===== src/rtl/pipeline_hazard_ctrl_if.sv =====
// Hazard-control bus between the pipeline datapath (master) and the hazard controller (slave).
// The datapath drives the stage register/control information; the controller returns stall, flush and forward selects.
interface pipeline_hazard_ctrl_if #(
  parameter int ADDR_W = 4,
  parameter int PERF_W = 16
);
  logic [ADDR_W-1:0] RA1D;
  logic [ADDR_W-1:0] RA2D;
  logic [ADDR_W-1:0] RA1E;
  logic [ADDR_W-1:0] RA2E;
  logic [ADDR_W-1:0] WA3E;
  logic [ADDR_W-1:0] WA3M;
  logic [ADDR_W-1:0] WA3W;
  logic              RegWriteE;
  logic              RegWriteM;
  logic              RegWriteW;
  logic              MemToRegE;
  logic              PCSrcD;
  logic              PCSrcW;
  logic              BranchTakenE;
  logic [1:0]        ForwardAE;
  logic [1:0]        ForwardBE;
  logic              StallF;
  logic              StallD;
  logic              FlushD;
  logic              FlushE;
  logic [1:0]        StateO;
  logic [PERF_W-1:0] StallCnt;
  logic [PERF_W-1:0] FlushCnt;

  modport master (
    output RA1D, RA2D, RA1E, RA2E, WA3E, WA3M, WA3W,
    output RegWriteE, RegWriteM, RegWriteW, MemToRegE,
    output PCSrcD, PCSrcW, BranchTakenE,
    input  ForwardAE, ForwardBE, StallF, StallD, FlushD, FlushE,
    input  StateO, StallCnt, FlushCnt
  );

  modport slave (
    input  RA1D, RA2D, RA1E, RA2E, WA3E, WA3M, WA3W,
    input  RegWriteE, RegWriteM, RegWriteW, MemToRegE,
    input  PCSrcD, PCSrcW, BranchTakenE,
    output ForwardAE, ForwardBE, StallF, StallD, FlushD, FlushE,
    output StateO, StallCnt, FlushCnt
  );
endinterface


===== src/rtl/pipeline_hazard_ctrl.sv =====
// Hazard controller for the 5-stage pipeline: load-use stall, taken-branch flush window, PC-write wait, E-stage forwarding.
// Optional saturating stall/flush performance counters are enabled by defining HAZARD_PERF_CNT_EN.
module pipeline_hazard_ctrl #(
  parameter int ADDR_W       = 4,
  parameter int FLUSH_CYCLES = 2,
  parameter int PERF_W       = 16
) (
  input  logic                 CLK,
  input  logic                 RST,
  pipeline_hazard_ctrl_if.slave hz
);

  typedef enum logic [1:0] {
    RUN      = 2'b00,
    BR_FLUSH = 2'b01,
    PC_WAIT  = 2'b10
  } state_t;

  localparam logic [ADDR_W-1:0] PC_REG    = ADDR_W'(32'd15);
  localparam logic [2:0]        FLUSH_LD  = 3'(FLUSH_CYCLES);
  localparam bit                HAS_FLUSH = (FLUSH_CYCLES != 0);

  state_t     state_r;
  state_t     state_nxt_s;
  logic [2:0] cnt_r;
  logic [2:0] cnt_nxt_s;
  logic       lduse_s;
  logic       stall_f_s;
  logic       stall_d_s;
  logic       flush_d_s;
  logic       flush_e_s;
  logic [1:0] fwd_a_s;
  logic [1:0] fwd_b_s;

  // R15 reads come from the PC path, so they are never forwarded; M beats W.
  function automatic logic [1:0] fwd_sel(
    input logic [ADDR_W-1:0] ra,
    input logic              wr_m,
    input logic [ADDR_W-1:0] wa_m,
    input logic              wr_w,
    input logic [ADDR_W-1:0] wa_w
  );
    logic [1:0] sel;
    sel = 2'b00;
    if (ra == PC_REG) begin
      sel = 2'b00;
    end else if (wr_m && (wa_m == ra)) begin
      sel = 2'b10;
    end else if (wr_w && (wa_w == ra)) begin
      sel = 2'b01;
    end else begin
      sel = 2'b00;
    end
    return sel;
  endfunction

  // Operand forwarding selects, forced to the register file while in reset.
  always_comb begin
    fwd_a_s = 2'b00;
    fwd_b_s = 2'b00;
    if (RST) begin
      fwd_a_s = 2'b00;
      fwd_b_s = 2'b00;
    end else begin
      fwd_a_s = fwd_sel(hz.RA1E, hz.RegWriteM, hz.WA3M, hz.RegWriteW, hz.WA3W);
      fwd_b_s = fwd_sel(hz.RA2E, hz.RegWriteM, hz.WA3M, hz.RegWriteW, hz.WA3W);
    end
  end

  // Load in E whose destination is read by the instruction in D.
  always_comb begin
    lduse_s = 1'b0;
    if (hz.MemToRegE && hz.RegWriteE &&
        ((hz.WA3E == hz.RA1D) || (hz.WA3E == hz.RA2D))) begin
      lduse_s = 1'b1;
    end else begin
      lduse_s = 1'b0;
    end
  end

  // Mealy stall/flush decode and next-state selection; branch > PC write > load-use.
  always_comb begin
    stall_f_s   = 1'b0;
    stall_d_s   = 1'b0;
    flush_d_s   = 1'b0;
    flush_e_s   = 1'b0;
    state_nxt_s = state_r;
    cnt_nxt_s   = cnt_r;
    if (RST) begin
      flush_d_s   = 1'b1;
      flush_e_s   = 1'b1;
      state_nxt_s = RUN;
      cnt_nxt_s   = 3'd0;
    end else if (hz.BranchTakenE) begin
      // Taken branch overrides every window, including a PC-write wait.
      flush_d_s = 1'b1;
      flush_e_s = 1'b1;
      if (HAS_FLUSH) begin
        state_nxt_s = BR_FLUSH;
        cnt_nxt_s   = FLUSH_LD;
      end else begin
        state_nxt_s = RUN;
        cnt_nxt_s   = 3'd0;
      end
    end else begin
      case (state_r)
        RUN: begin
          if (hz.PCSrcD) begin
            stall_f_s   = 1'b1;
            flush_d_s   = 1'b1;
            state_nxt_s = PC_WAIT;
          end else if (lduse_s) begin
            stall_f_s = 1'b1;
            stall_d_s = 1'b1;
            flush_e_s = 1'b1;
          end else begin
            state_nxt_s = RUN;
          end
        end
        BR_FLUSH: begin
          flush_d_s = 1'b1;
          if (cnt_r <= 3'd1) begin
            state_nxt_s = RUN;
            cnt_nxt_s   = 3'd0;
          end else begin
            cnt_nxt_s = cnt_r - 3'd1;
          end
        end
        PC_WAIT: begin
          stall_f_s = 1'b1;
          flush_d_s = 1'b1;
          if (hz.PCSrcW) begin
            state_nxt_s = RUN;
          end else begin
            state_nxt_s = PC_WAIT;
          end
        end
        default: begin
          flush_d_s   = 1'b1;
          flush_e_s   = 1'b1;
          state_nxt_s = RUN;
          cnt_nxt_s   = 3'd0;
        end
      endcase
    end
  end

  // Window state and flush down-counter.
  always_ff @(posedge CLK or posedge RST) begin
    if (RST) begin
      state_r <= RUN;
      cnt_r   <= 3'd0;
    end else begin
      state_r <= state_nxt_s;
      cnt_r   <= cnt_nxt_s;
    end
  end

`ifdef HAZARD_PERF_CNT_EN
  localparam logic [PERF_W-1:0] PERF_MAX = {PERF_W{1'b1}};
  localparam logic [PERF_W-1:0] PERF_ONE = {{(PERF_W-1){1'b0}}, 1'b1};

  logic [PERF_W-1:0] stall_cnt_r;
  logic [PERF_W-1:0] flush_cnt_r;

  // Saturating event counters for StallF and FlushE cycles.
  always_ff @(posedge CLK or posedge RST) begin
    if (RST) begin
      stall_cnt_r <= {PERF_W{1'b0}};
      flush_cnt_r <= {PERF_W{1'b0}};
    end else begin
      if (stall_f_s && (stall_cnt_r != PERF_MAX)) begin
        stall_cnt_r <= stall_cnt_r + PERF_ONE;
      end else begin
        stall_cnt_r <= stall_cnt_r;
      end
      if (flush_e_s && (flush_cnt_r != PERF_MAX)) begin
        flush_cnt_r <= flush_cnt_r + PERF_ONE;
      end else begin
        flush_cnt_r <= flush_cnt_r;
      end
    end
  end

  assign hz.StallCnt = stall_cnt_r;
  assign hz.FlushCnt = flush_cnt_r;
`else
  assign hz.StallCnt = {PERF_W{1'b0}};
  assign hz.FlushCnt = {PERF_W{1'b0}};
`endif

  assign hz.ForwardAE = fwd_a_s;
  assign hz.ForwardBE = fwd_b_s;
  assign hz.StallF    = stall_f_s;
  assign hz.StallD    = stall_d_s;
  assign hz.FlushD    = flush_d_s;
  assign hz.FlushE    = flush_e_s;
  assign hz.StateO    = state_r;

endmodule


===== src/flat_wrapper.sv =====
// flat-port wrapper written by rule: the top's interface ports become plain ports
module pipeline_hazard_ctrl_flat 
#(
  parameter int ADDR_W       = 4,
  parameter int FLUSH_CYCLES = 2,
  parameter int PERF_W       = 16
)
  (CLK, RST, hz_RA1D, hz_RA2D, hz_RA1E, hz_RA2E, hz_WA3E, hz_WA3M, hz_WA3W, hz_RegWriteE, hz_RegWriteM, hz_RegWriteW, hz_MemToRegE, hz_PCSrcD, hz_PCSrcW, hz_BranchTakenE, hz_ForwardAE, hz_ForwardBE, hz_StallF, hz_StallD, hz_FlushD, hz_FlushE, hz_StateO, hz_StallCnt, hz_FlushCnt);
  pipeline_hazard_ctrl_if #(.ADDR_W(ADDR_W), .PERF_W(PERF_W)) hz_i ();
  input  logic CLK;
  input  logic RST;
  input wire logic [$bits(hz_i.RA1D)-1:0] hz_RA1D;
  input wire logic [$bits(hz_i.RA2D)-1:0] hz_RA2D;
  input wire logic [$bits(hz_i.RA1E)-1:0] hz_RA1E;
  input wire logic [$bits(hz_i.RA2E)-1:0] hz_RA2E;
  input wire logic [$bits(hz_i.WA3E)-1:0] hz_WA3E;
  input wire logic [$bits(hz_i.WA3M)-1:0] hz_WA3M;
  input wire logic [$bits(hz_i.WA3W)-1:0] hz_WA3W;
  input wire logic [$bits(hz_i.RegWriteE)-1:0] hz_RegWriteE;
  input wire logic [$bits(hz_i.RegWriteM)-1:0] hz_RegWriteM;
  input wire logic [$bits(hz_i.RegWriteW)-1:0] hz_RegWriteW;
  input wire logic [$bits(hz_i.MemToRegE)-1:0] hz_MemToRegE;
  input wire logic [$bits(hz_i.PCSrcD)-1:0] hz_PCSrcD;
  input wire logic [$bits(hz_i.PCSrcW)-1:0] hz_PCSrcW;
  input wire logic [$bits(hz_i.BranchTakenE)-1:0] hz_BranchTakenE;
  output wire logic [$bits(hz_i.ForwardAE)-1:0] hz_ForwardAE;
  output wire logic [$bits(hz_i.ForwardBE)-1:0] hz_ForwardBE;
  output wire logic [$bits(hz_i.StallF)-1:0] hz_StallF;
  output wire logic [$bits(hz_i.StallD)-1:0] hz_StallD;
  output wire logic [$bits(hz_i.FlushD)-1:0] hz_FlushD;
  output wire logic [$bits(hz_i.FlushE)-1:0] hz_FlushE;
  output wire logic [$bits(hz_i.StateO)-1:0] hz_StateO;
  output wire logic [$bits(hz_i.StallCnt)-1:0] hz_StallCnt;
  output wire logic [$bits(hz_i.FlushCnt)-1:0] hz_FlushCnt;
  assign hz_i.RA1D = hz_RA1D;
  assign hz_i.RA2D = hz_RA2D;
  assign hz_i.RA1E = hz_RA1E;
  assign hz_i.RA2E = hz_RA2E;
  assign hz_i.WA3E = hz_WA3E;
  assign hz_i.WA3M = hz_WA3M;
  assign hz_i.WA3W = hz_WA3W;
  assign hz_i.RegWriteE = hz_RegWriteE;
  assign hz_i.RegWriteM = hz_RegWriteM;
  assign hz_i.RegWriteW = hz_RegWriteW;
  assign hz_i.MemToRegE = hz_MemToRegE;
  assign hz_i.PCSrcD = hz_PCSrcD;
  assign hz_i.PCSrcW = hz_PCSrcW;
  assign hz_i.BranchTakenE = hz_BranchTakenE;
  assign hz_ForwardAE = hz_i.ForwardAE;
  assign hz_ForwardBE = hz_i.ForwardBE;
  assign hz_StallF = hz_i.StallF;
  assign hz_StallD = hz_i.StallD;
  assign hz_FlushD = hz_i.FlushD;
  assign hz_FlushE = hz_i.FlushE;
  assign hz_StateO = hz_i.StateO;
  assign hz_StallCnt = hz_i.StallCnt;
  assign hz_FlushCnt = hz_i.FlushCnt;
  pipeline_hazard_ctrl #(.ADDR_W(ADDR_W), .FLUSH_CYCLES(FLUSH_CYCLES), .PERF_W(PERF_W)) u_core (.CLK(CLK), .RST(RST), .hz(hz_i));
endmodule

===== config.mk =====
export PLATFORM = sky130hd
export DESIGN_NAME = pipeline_hazard_ctrl_flat
export DESIGN_NICKNAME = d
export VERILOG_FILES = /design/src/rtl/pipeline_hazard_ctrl_if.sv /design/src/rtl/pipeline_hazard_ctrl.sv /design/src/flat_wrapper.sv
export SDC_FILE = /design/constraint.sdc
export NUM_CORES = 1
export LEC_CHECK = 0
export CORE_MARGIN = 3
export CORE_UTILIZATION = 30
export CTS_CLUSTER_SIZE = 16
export DETAILED_ROUTE_END_ITERATION = 6
export PLACE_DENSITY = 0.78
export SLEW_MARGIN = 30
export SYNTH_ARGS = -nofsm -noshare
export SYNTH_HDL_FRONTEND = slang
export SYNTH_SLANG_ARGS = --single-unit

===== constraint.sdc =====
create_clock -name CLK -period 1.6 [get_ports CLK]
set_clock_uncertainty 0.05 [all_clocks]
set_input_delay 0.16 -clock CLK [delete_from_list [all_inputs] [get_ports CLK]]
set_output_delay 0.16 -clock CLK [all_outputs]
set_load 0.005 [all_outputs]

-- Word level (Yosys, flattened, before mapping)
Cells that the tools add are included.
- register bits after elaboration: 5
- output and inout port bits: 42
- word-level logic and storage cells: 64
- $add $sub $neg: 1
- order comparisons: 1
- eq/ne operators: 13
- muxes and demuxes: 36
- reduce and logical (&&, ||, !) cells: 11
- operators with widths (cell ; count):
    $eq A4 B4 Y1 ; 6
    $mux W2 ; 12
    $mux W1 ; 17
    $mux W3 ; 3
    $eq A4 B4 Y1 const B ; 2
    $logic_and A1 B1 Y1 ; 6
    $pmux W2 S3 ; 1
    $pmux W3 S2 ; 1
    $ne A5 B5 Y1 const B ; 1
    $ne A4 B3 Y1 const B ; 1
    $pmux W1 S2 ; 2
    $reduce_or A2 Y1 ; 2
    $le A3 B1 Y1 const B ; 1
    $ne A3 B1 Y1 const B ; 1
    $sub A3 B1 Y3 const B ; 1
    $eq A2 B1 Y1 const B ; 1
    $eq A2 B2 Y1 const B ; 1
    $logic_not A2 Y1 ; 1
    $reduce_and A2 Y1 ; 1
    $logic_or A1 B1 Y1 ; 1

-- Depth between registers and ports, before layout
- word-level depth: 9
- mapped depth: 6
- gate-level depth less buffers: 6

-- Worst setup path after synthesis
No wires, ideal clock.
- path type: reg2reg
- start point: reg u_core.state_r[0], in the netlist u_core.hz.StateO[0]
- end point: reg u_core.state_r[1], in the netlist u_core.hz.StateO[1]
- data arrival time: 1.489 ns
- data required time: 1.446 ns
- slack: -0.043 ns
- stages on the path, launching flop included: 7
- path buffers: 0
- clock period less this slack: 1.643 ns
- cell sequence: dfrtp_1 inv_1 ha_1 nor4b_2 inv_1 a2111o_1 o311ai_1
- longest elaborated chain between the ends: 4
- elaborated cells on any way between the ends: 9
- those cells by class: eq/ne: 4; mux: 3; reduce/logical: 2
- ends and longest elaborated chain (element ; RTL line ; source):
    from (decl) ; pipeline_hazard_ctrl.sv:23 ; state_t state_r;
    from (signal assigned) ; pipeline_hazard_ctrl.sv:154 ; state_r <= state_nxt_s;
    $eq A2 B2 Y1, or another cell as far along ; pipeline_hazard_ctrl.sv:106 ; case (state_r)
    $pmux W2 S3 ; pipeline_hazard_ctrl.sv:106 ;
    $mux W2 ; pipeline_hazard_ctrl.sv:94 ; end else if (hz.BranchTakenE) begin
    $mux W2 ; pipeline_hazard_ctrl.sv:89 ; if (RST) begin
Several ways; a longest one is shown, not always the timed one.
A chain may end at the register's enable or synchronous reset.

-- Worst setup path after layout
- start point: reg u_core.state_r[0], in the netlist u_core.hz.StateO[0]
- end point: out hz_StallD
- longest elaborated chain between the ends: 4
- ends and longest elaborated chain (element ; RTL line ; source):
    $logic_not A2 Y1 ; pipeline_hazard_ctrl.sv:106 ;
    $mux W1 ; pipeline_hazard_ctrl.sv:106 ;
    $mux W1 ; pipeline_hazard_ctrl.sv:94 ;
    $mux W1 ; pipeline_hazard_ctrl.sv:89 ;
    to (decl) ; flat_wrapper.sv:29 ; output wire logic [$bits(hz_i.StallD)-1:0] hz_StallD;
Every way passes these cells.

==> impl_metrics.ini <==
[logic_synthesis]
yosysTopAreaCellShare_pct = 24.7
syn_inst = 126
yosysMostFrequentCell = buf_4
synth_cell_types = 30
ys_seq_area_share_pct = 12.9
yosys_warnings = 0
async_flop_share_pct = 100
synth_area_leader_cell = buf_4
synth_common_cells = buf_4, xor2_1, xnor2_1
synth-main-ff-cell = dfrtp_1
ys_ff_latch = 5
synthTopCellsByArea = buf_4, dfrtp_1, xor2_1
synth_edf_count = 0
synth_area_um2 = 971
synth_area_per_cell_um2 = 7.71

[timing]
grt_setup_unrepaired = yes
tns_ns = -0.0440
finalWorstSetupSlack_ns = -0.0440
slew_viol_final = 0
period_minus_slack_ns = 1.64
fin_hold_ws_ns = 0.0728
finalSetupViolations = 1
max_freq_mhz = 608
period_share_pct = 103
hold_viol_final = 0

[die]
die-width_um = 62.9
dieHeight_um = 62.9
dieArea_um2 = 3960
io_pins = 79
row_count = 20
core_area_um2 = 3080
initial_core_util_pct = 31.5

[route]
dr_total_vias = 1029
drc = 0
postRouteAntennaNets = 0
viasPerCell = 4.23
wl_per_cell_um = 11.9
dr.pass1.iters = 4
drtIter0Drc = 30
wl_um = 2890

[final_layout]
antenna_cells = 0
final_core_util_pct = 53.1
area_delta_synth_final_pct = 68.3
fin_nets = 242
stdcell_area_um2 = 1630
fillCellCount = 287
drive_gt1_share_pct = 26.1

[setup_path]
start_kind = register
critPathRequiredTime_ns = 1.39
cp_max_fo = 2
end_kind = output pin
cp_data_arrival_time_ns = 1.43
crit_type = register to output pin

[power]
power.leakage_nw = 0.792
powerDensity_nw_per_um2 = 365
irDropWorstVdd_v = 0.000274

[global_route]
grt_first_pass_wirelength_um = 4280
grt.total_usage_pct = 13.4
overflow = 0
grt_max_degree = 9
first_global_vias = 999
antenna_found_initial = 0

[clock_tree]
cts_htree_levels = 1
clkSinkCount = 5
postCtsHoldBufs = 0
clk_latency_ns = 0.25
root_buffer = clkbuf_4
cts_buffers = 3
clkTransAtPathRegs_ns = 0.05
cts_buffer_depth = 2
cts_tree = done

[placed_design]
place.port_buffers = 46
place_congestion = 0.826
dp_hpwl_um = 2260
dpl_cell_area_um2 = 1520

[status]
violations = setup timing
status = finished with violations

[flow_run]
cap_viol_max_count = 0

[min_path]
hold_class = primary input to asynchronous set/reset pin
flip-flops by register name (all words and copies together), names as in the netlist:
register	flops
u_core.cnt_r	3
u_core.hz.StateO	2
path summary, 6_finish.rpt:
path,from,end,slack (ns),cells after the start
min in group CLK,RST,u_core.cnt_r[1],0.41,3
setup / recovery,u_core.hz.StateO[0],hz_StallD,-0.04,6
hold reg to reg,u_core.cnt_r[2],u_core.cnt_r[2],0.59,1
setup reg to reg,u_core.cnt_r[1],u_core.cnt_r[1],0.06,6
max in group asynchronous,RST,u_core.cnt_r[0],1.30,3
hold / removal,RST,u_core.cnt_r[2],0.07,3
through the flow:
stage          setup slack [ns]  power (mW)  cells
2_1_floorplan            0.0132       0.307    157
5_1_grt                  -0.165       0.646    243
3_5_place_dp             -0.538       0.434    236
3_3_place_gp             -0.518       0.430    236
6_report                -0.0440       0.596    243
4_1_cts                 -0.0836       0.575    242
placed cells by master, fill, tap and decap left out, drive strengths merged, types with 3 or more instances in the layout:
| cell | n |
|---|---|
| a21oi | 3 |
| buf | 27 |
| clkbuf | 5 |
| clkdlybuf4s15 | 3 |
| clkdlybuf4s50 | 9 |
| conb | 32 |
| dfrtp | 5 |
| dlygate4sd2 | 26 |
| dlymetal6s2s | 4 |
| ha | 5 |
| inv | 9 |
| nand2 | 5 |
| nand3 | 9 |
| nor2 | 5 |
| nor3 | 3 |
| o21ai | 8 |
| xnor2 | 10 |
| xor2 | 12 |
where the power goes:
part / switching [mW] / total, mW / leakage [nW] / internal, mW
Sequential: 0.00422 / 0.136 / 0.0670 / 0.132
Combinational: 0.144 / 0.308 / 0.710 / 0.163
Clock: 0.0577 / 0.152 / 0.0150 / 0.0947
Total: 0.206 / 0.596 / 0.792 / 0.389
routing by layer:
layer / track usage [%] / vias up / routed length [um]
li1: - / 514 / -
met1: 13.9 / 483 / 1050
met2: 26.4 / 30 / 1680
met3: 4.32 / 2 / 140
met4: 1.65 / 0 / 19
met5: 0 / - / 0
timing repair:
item,4_1_cts,5_1_grt
buffers inserted,2,2
endpoints found under the hold margin,0,0
resized for setup,52,23
setup endpoints to repair,9,11
gates cloned,0,0
pin swaps,12,11
critical path, stage by stage (launching register included):
cell	delay, ns
dfrtp_1	0.39
inv_2	0.09
ha_4	0.13
nor4b_4	0.19
inv_2	0.07
a211oi_2	0.16
buf_2	0.15
area by class of cell:
| class | count | area [um^2] | area share, % |
|---|---|---|---|
| Sequential cell | 5 | 125 | 7.66 |
| Timing Repair Buffer | 70 | 603 | 36.9 |
| Tap cell | 44 | 55.1 | 3.37 |
| Clock buffer | 4 | 26.3 | 1.61 |
| Inverter | 9 | 33.8 | 2.07 |
| Multi-Input combinational cell | 111 | 791 | 48.4 |
kinds of logic after synthesis:
logic type / Yosys count / synth area share, %
buffers and inverters: 41 / 28.2
adders and majority gates: 5 / 6.44
AOI/OAI and AO/OA: 21 / 15.5
DFF: 5 / 12.9
and+or+nand+nor: 31 / 16.8
xor gates and xnor gates: 22 / 19.8
other: 1 / 0.386
(Power assumes the default switching activity.)
==> edit 1, RTL diff (same flow settings) <==
The option `HAZARD_PERF_CNT_EN` is turned on by a define.
--- a/src/rtl/pipeline_hazard_ctrl.sv
+++ b/src/rtl/pipeline_hazard_ctrl.sv
@@ -1,5 +1,7 @@
 // Hazard controller for the 5-stage pipeline: load-use stall, taken-branch flush window, PC-write wait, E-stage forwarding.
 // Optional saturating stall/flush performance counters are enabled by defining HAZARD_PERF_CNT_EN.
+`define HAZARD_PERF_CNT_EN
+
 module pipeline_hazard_ctrl #(
   parameter int ADDR_W       = 4,
   parameter int FLUSH_CYCLES = 2,
Check against the original RTL: not equivalent (a bounded check fails within 4 cycles, from zero or initial values and one cycle with RST high).
==> edit 1 against the unedited design <==
  * The flow still finishes with violations (negative setup slack)
  * Synthesized area grew 130%
  * Count of clock-buffer cells in the layout rose by 2
  * First-iteration DRC count is 97% higher
  * Sequential cell count is 32 higher
  * Power rose to 5.8 times the old value
  * Cell area grew to 2.7 times the old value
  * Sequential power rose to 8.6 times the old value
  * Worst setup slack worse by 0.25 ns
  * Via count up 130%
  * Wire length grew to 2.6 times the old value
  * Critical endpoint is now u_core.hz.StallCnt[10]$_DFFE_PP0P_
  * Highest routed layer unchanged
==> edit 1: results (changes against the unedited design) <==
[detailed_routing] final wirelength 7390 um [+160%]
[global_route] number of global-route vias before repair 2,453 [+150%]
[critical_path] cell with the largest stage delay on the worst path sky130_fd_sc_hd__a211o_4
[yosys] number of different library cells in the post-synthesis netlist 36 [+20%]
[clock_network] root buffer selected by CTS sky130_fd_sc_hd__clkbuf_8
[critical_path] Reg-to-Reg Start u_core.hz.StateO[1]$_DFFE_PP0P_
[clock_network] number of H-tree branching levels 2 [+1]
[pwr] worst supply voltage drop on vdd 0.000697 V [+150%]
[placement] Post-DP Area 3680 um2 [+140%]
[outcome] result of the run complete, but fails checks
[outcome] violated checks negative setup slack
[sta] final setup vio count 38 [+37]
[clock_network] number of buffers added by the clock tree synthesis step 5 [+2]
[final_layout] final net count 443 [+83%]
[critical_path] Top Family by Delay on Critical Path compound AO/OA/AOI/OAI gates
[global_route] largest net degree at the start of global routing 28 [+19]
[critical_path] path type of the worst setup path flip-flop to flip-flop
[detailed_routing] number of DRC markers after the initial detailed-route iteration 59 [+97%]
[global_route] total routing usage reported by global routing 16.9% [+3.5 points]
[placement] DP Wirelength 4870 um [+120%]
[sta] least setup slack across all paths after layout -0.290 ns [-0.246 ns]
[placement] count of input and output buffers 78 [+70%]
[yosys] top cells by area in the synthesized netlist sky130_fd_sc_hd__dfrtp_1 42%, sky130_fd_sc_hd__xor2_1 13%, sky130_fd_sc_hd__xnor2_1 7.1%
[clock_network] clock slew seen by the registers of the worst setup and hold paths 0.08 ns [+0.03 ns]
[placement] Worst Setup Slack post-DPL -0.764 ns [-0.226 ns]
[final_layout] Fillers 587 [+100%]
[critical_path] maximum fanout along the worst path 6 [+4]
edit 1: per-layer routing:
metal / track usage (%) / routed length, um
met5: 0 / 0
met4: 3.71 / 93
met3: 4.10 / 446
met2: 29.9 / 3680
met1: 20.9 / 3180
edit 1: worst min-delay path, stage by stage:
cell and delay, ns:
sky130_fd_sc_hd__dlygate4sd2_1 0.28, sky130_fd_sc_hd__clkinvlp_4 0.09, sky130_fd_sc_hd__buf_4 0.22
edit 1: worst paths after layout:
kind                                                      endpoint  slack, ns  cells after the start
worst min register to register  u_core.hz.FlushCnt[14]$_DFFE_PP0P_       0.43                      1
worst max-delay path            u_core.hz.StallCnt[10]$_DFFE_PP0P_      -0.29                      8
worst min-delay path             u_core.hz.FlushCnt[5]$_DFFE_PP0P_       0.04                      3
min in group CLK                       u_core.cnt_r[1]$_DFFE_PP0P_       0.38                      3
worst max register to register  u_core.hz.StallCnt[10]$_DFFE_PP0P_      -0.29                      8
max in group asynchronous              u_core.cnt_r[0]$_DFFE_PP0P_       0.84                      4
edit 1: what timing repair did:
action                                  in CTS  in global routing
pin swaps                                   42                 45
hold buffers                                 0                  0
gates cloned                                 2                  0
gates resized for setup                    111                 47
buffers inserted                            11                 13
endpoints found under the setup margin      42                 44
edit 1: through the flow:
| stage | power, mW | instances | TNS (ns) | hold WS [ns] | util (%) |
|---|---|---|---|---|---|
| after floorplan | 1.73 | 228 | -5.12 | 0.0883 | - |
| after global placement | 2.54 | 463 | -21.76 | 0.432 | 52.7 |
| after detailed placement | 2.58 | 463 | -24.03 | 0.435 | 52.7 |
| after CTS | 3.36 | 482 | -7.73 | 0.0416 | 58.8 |
| after global routing | 3.66 | 495 | -10.35 | 0.0599 | 62.3 |
| final | 3.47 | 495 | -7.29 | 0.0425 | 62.3 |
edit 1: cell type report:
type,instances,share of cell area [%]
multi-input cells,179,39.8
repair buffers,165,33.0
flip-flops and latches,37,21.3
well taps,96,2.76
clock buffers,6,1.90
inverters,11,1.04
clock inverters,1,0.173
edit 1: logic make-up after synthesis:
family                   after synthesis  share of synthesized area, %
flip-flops                            37                          41.6
buffers and inverters                 13                          2.58
AND/OR/NAND/NOR                       94                          23.8
adder cells (fa/ha/maj)                7                          3.93
AO/OA/AOI/OAI                         25                          7.42
XOR/XNOR                              50                          19.7
multiplexers                           2                          1.01
edit 1: power groups by stage:
| stage | Combinational (mW) | Clock (mW) | Sequential [mW] |
|---|---|---|---|
| final | 1.61 | 0.686 | 1.17 |
| after global routing | 1.73 | 0.740 | 1.19 |
| after CTS | 1.50 | 0.695 | 1.17 |
| after detailed placement | 1.39 | 0 | 1.19 |
| after global placement | 1.36 | 0 | 1.18 |
| after floorplan | 0.424 | 0 | 1.30 |
==> edit 2, RTL diff (config.mk and constraints unchanged) <==
Without the edit above. `PERF_W` is set to 16 in 3 places; all go to 20.
--- a/src/rtl/pipeline_hazard_ctrl_if.sv
+++ b/src/rtl/pipeline_hazard_ctrl_if.sv
@@ -2,7 +2,7 @@
 // The datapath drives the stage register/control information; the controller returns stall, flush and forward selects.
 interface pipeline_hazard_ctrl_if #(
   parameter int ADDR_W = 4,
-  parameter int PERF_W = 16
+  parameter int PERF_W = 20
 );
   logic [ADDR_W-1:0] RA1D;
   logic [ADDR_W-1:0] RA2D;
--- a/src/rtl/pipeline_hazard_ctrl.sv
+++ b/src/rtl/pipeline_hazard_ctrl.sv
@@ -3,7 +3,7 @@
 module pipeline_hazard_ctrl #(
   parameter int ADDR_W       = 4,
   parameter int FLUSH_CYCLES = 2,
-  parameter int PERF_W       = 16
+  parameter int PERF_W       = 20
 ) (
   input  logic                 CLK,
   input  logic                 RST,
--- a/src/flat_wrapper.sv
+++ b/src/flat_wrapper.sv
@@ -3,7 +3,7 @@
 #(
   parameter int ADDR_W       = 4,
   parameter int FLUSH_CYCLES = 2,
-  parameter int PERF_W       = 16
+  parameter int PERF_W       = 20
 )
   (CLK, RST, hz_RA1D, hz_RA2D, hz_RA1E, hz_RA2E, hz_WA3E, hz_WA3M, hz_WA3W, hz_RegWriteE, hz_RegWriteM, hz_RegWriteW, hz_MemToRegE, hz_PCSrcD, hz_PCSrcW, hz_BranchTakenE, hz_ForwardAE, hz_ForwardBE, hz_StallF, hz_StallD, hz_FlushD, hz_FlushE, hz_StateO, hz_StallCnt, hz_FlushCnt);
   pipeline_hazard_ctrl_if #(.ADDR_W(ADDR_W), .PERF_W(PERF_W)) hz_i ();
Interface: changed (resized hz_FlushCnt and hz_StallCnt); port bits go from 79 to 87. The function was not compared with the original's and may differ.
==> edit 2 against the unedited design <==
  * The flow still finishes with violations (negative setup slack)
  * Count of clock-buffer cells in the layout stayed put
  * Power is 2.9% higher
  * Sequential cell count stayed put
  * Cell area is 3.4% higher
  * Wire length is 5.6% higher
  * Fmax is 2.3% lower
  * Worst setup slack worse by 0.038 ns
  * Combinational power is 6.5% higher
  * Core utilization is 0.52 points higher
  * Synthesized area is 6.2% higher
  * Critical endpoint unchanged
  * Largest cell class unchanged
  * Highest routed layer unchanged
==> edit 2: results (changes against the unedited design) <==
[detailed_routing] Avg WL per Cell 12.1 um [+1.4%]
[critical_path] Data arrival, critical path 1.47 ns [+0.04 ns]
[global_route] number of global-route vias before repair 997 [-0.20%]
[critical_path] Top Family by Delay on Critical Path flip-flops
[sta] final sum of negative setup slack -0.0822 ns [-0.0382 ns]
[yosys] most frequent cells after synthesis 40 x sky130_fd_sc_hd__buf_4, 12 x sky130_fd_sc_hd__xor2_1, 10 x sky130_fd_sc_hd__xnor2_1
[yosys] synthesized-area fraction occupied by ao, oa, aoi and oai cells 14.6% [-0.90 points]
[critical_path] logic depth of the worst register-to-register path 7 [+1]
[global_route] global-route wire length before repair 4400 um [+2.8%]
[detailed_routing] first-pass iteration count of the detailed router 3 [-1]
[global_route] largest net degree at the start of global routing 9 [unchanged]
[placement] Post-DP Area 1550 um2 [+1.5%]
[placement] routability cong. 0.750 [-9.2%]
[detailed_routing] routed via count divided by cell count 4.20 [-0.87%]
[sta] worst hold margin 0.0730 ns [+0.000239 ns]
[yosys] Mean Syn Cell Area 7.69 um2 [-0.15%]
[final_layout] flip-flop count of the largest register after layout 3 [unchanged]
[global_route] total routing usage reported by global routing 13.6% [+0.20 points]
[yosys] Post-Synth XOR/XNOR Area 18.7% [-1.2 points]
[critical_path] Reg-to-Reg Start u_core.hz.StateO[0]$_DFFE_PP0P_
[hold_path] Hold WC Path Type input pin to asynchronous set/reset pin
[outcome] result of the run complete, but fails checks
[final_layout] fraction of layout instances using a drive strength above 1 25.8% [-0.29 points]
[critical_path] maximum fanout along the worst path 2 [unchanged]
[yosys] top cells by area in the synthesized netlist sky130_fd_sc_hd__buf_4 29%, sky130_fd_sc_hd__dfrtp_1 12%, sky130_fd_sc_hd__xor2_1 10%
[clock_network] root buffer selected by CTS sky130_fd_sc_hd__clkbuf_4
[placement] Worst Setup Slack post-DPL -0.590 ns [-0.0519 ns]
[global_route] antenna violations before repair 0 [unchanged]
[pwr] worst supply voltage drop on vdd 0.000329 V [+20%]
[outcome] violated checks negative setup slack
[yosys] portion of the post-synthesis area used by sequential elements 12.1% [-0.75 points]
[placement] DP Wirelength 2450 um [+8.6%]
[pwr] leakage power 0.844 nW [+6.6%]
[detailed_routing] via count 1,062 [+3.2%]
[clock_network] clock slew seen by the registers of the worst setup and hold paths 0.04 ns
[clock_network] number of H-tree branching levels 1 [unchanged]
[yosys] Adder-Cell Fraction of Synth Area 6.07% [-0.38 points]
[sta] count of final max-slew check failures 0 [unchanged]
[sta] least setup slack across all paths after layout -0.0822 ns [-0.0382 ns]
[final_layout] final net count 252 [+4.1%]
[placement] dpl cells 243 [+3.0%]
[detailed_routing] number of DRC markers after the initial detailed-route iteration 21 [-30%]
[critical_path] endpoint of the worst-slack reg-to-reg timing path u_core.hz.StateO[1]$_DFFE_PP0P_
[sta] final setup vio count 1 [unchanged]
[placement] count of input and output buffers 46 [unchanged]
-- edit 2: cell types whose count changed after synthesis, sizes merged --
cell / before / now
buf: 32 / 40
-- edit 2: how the worst max path moves through the flow --
stage                                                  to
final                                           hz_StallD
after global routing                            hz_StallD
after CTS                                       hz_StallD
after detailed placement                        hz_FlushE
after global placement                          hz_FlushE
after floorplan           u_core.hz.StateO[1]$_DFFE_PP0P_
-- edit 2: what timing repair did --
item | in CTS | in global routing
resized for setup | 51 | 24
pin swaps | 17 | 16
hold endpoints to repair | 0 | 0
setup buffers | 4 | 4
endpoints found under the setup margin | 9 | 11
cloned | 0 | 0
hold buffers | 0 | 0
-- edit 2: final cells by class --
cell class,count,area (um2)
Clock buffer,4,26.3
Multi-Input combinational cell,119,823
Timing Repair Buffer,72,627
Tap cell,44,55.1
Sequential cell,5,125
Inverter,9,33.8
Fill cell,312,1460
-- edit 2: logic make-up (layout without fill, tap and decap cells) --
logic type,after synthesis,after routing
buffers and inverters,49,85
and+or+nand+nor,31,31
xor gates and xnor gates,22,22
AOI/OAI and AO/OA,21,21
adders and majority gates,5,5
DFF,5,5
other,1,40
-- edit 2: where the power goes --
part / internal [mW] / total [mW] / switching (mW)
Combinational: 0.173 / 0.328 / 0.155
Sequential: 0.132 / 0.135 / 0.00340
Clock: 0.0945 / 0.150 / 0.0551
-- edit 2: worst min-delay path, cell delays in order --
cell	delay, ns
sky130_fd_sc_hd__dlygate4sd2_1	0.29
sky130_fd_sc_hd__inv_1	0.09
sky130_fd_sc_hd__buf_4	0.16
-- edit 2: routing by layer --
layer | track usage, % | share of wire (%) | vias up
li1 | - | - | 527
met1 | 13.2 | 34 | 483
met2 | 27.3 | 57 | 43
met3 | 4.51 | 7.5 | 9
met4 | 3.17 | 1.7 | 0
met5 | 0 | 0 | -
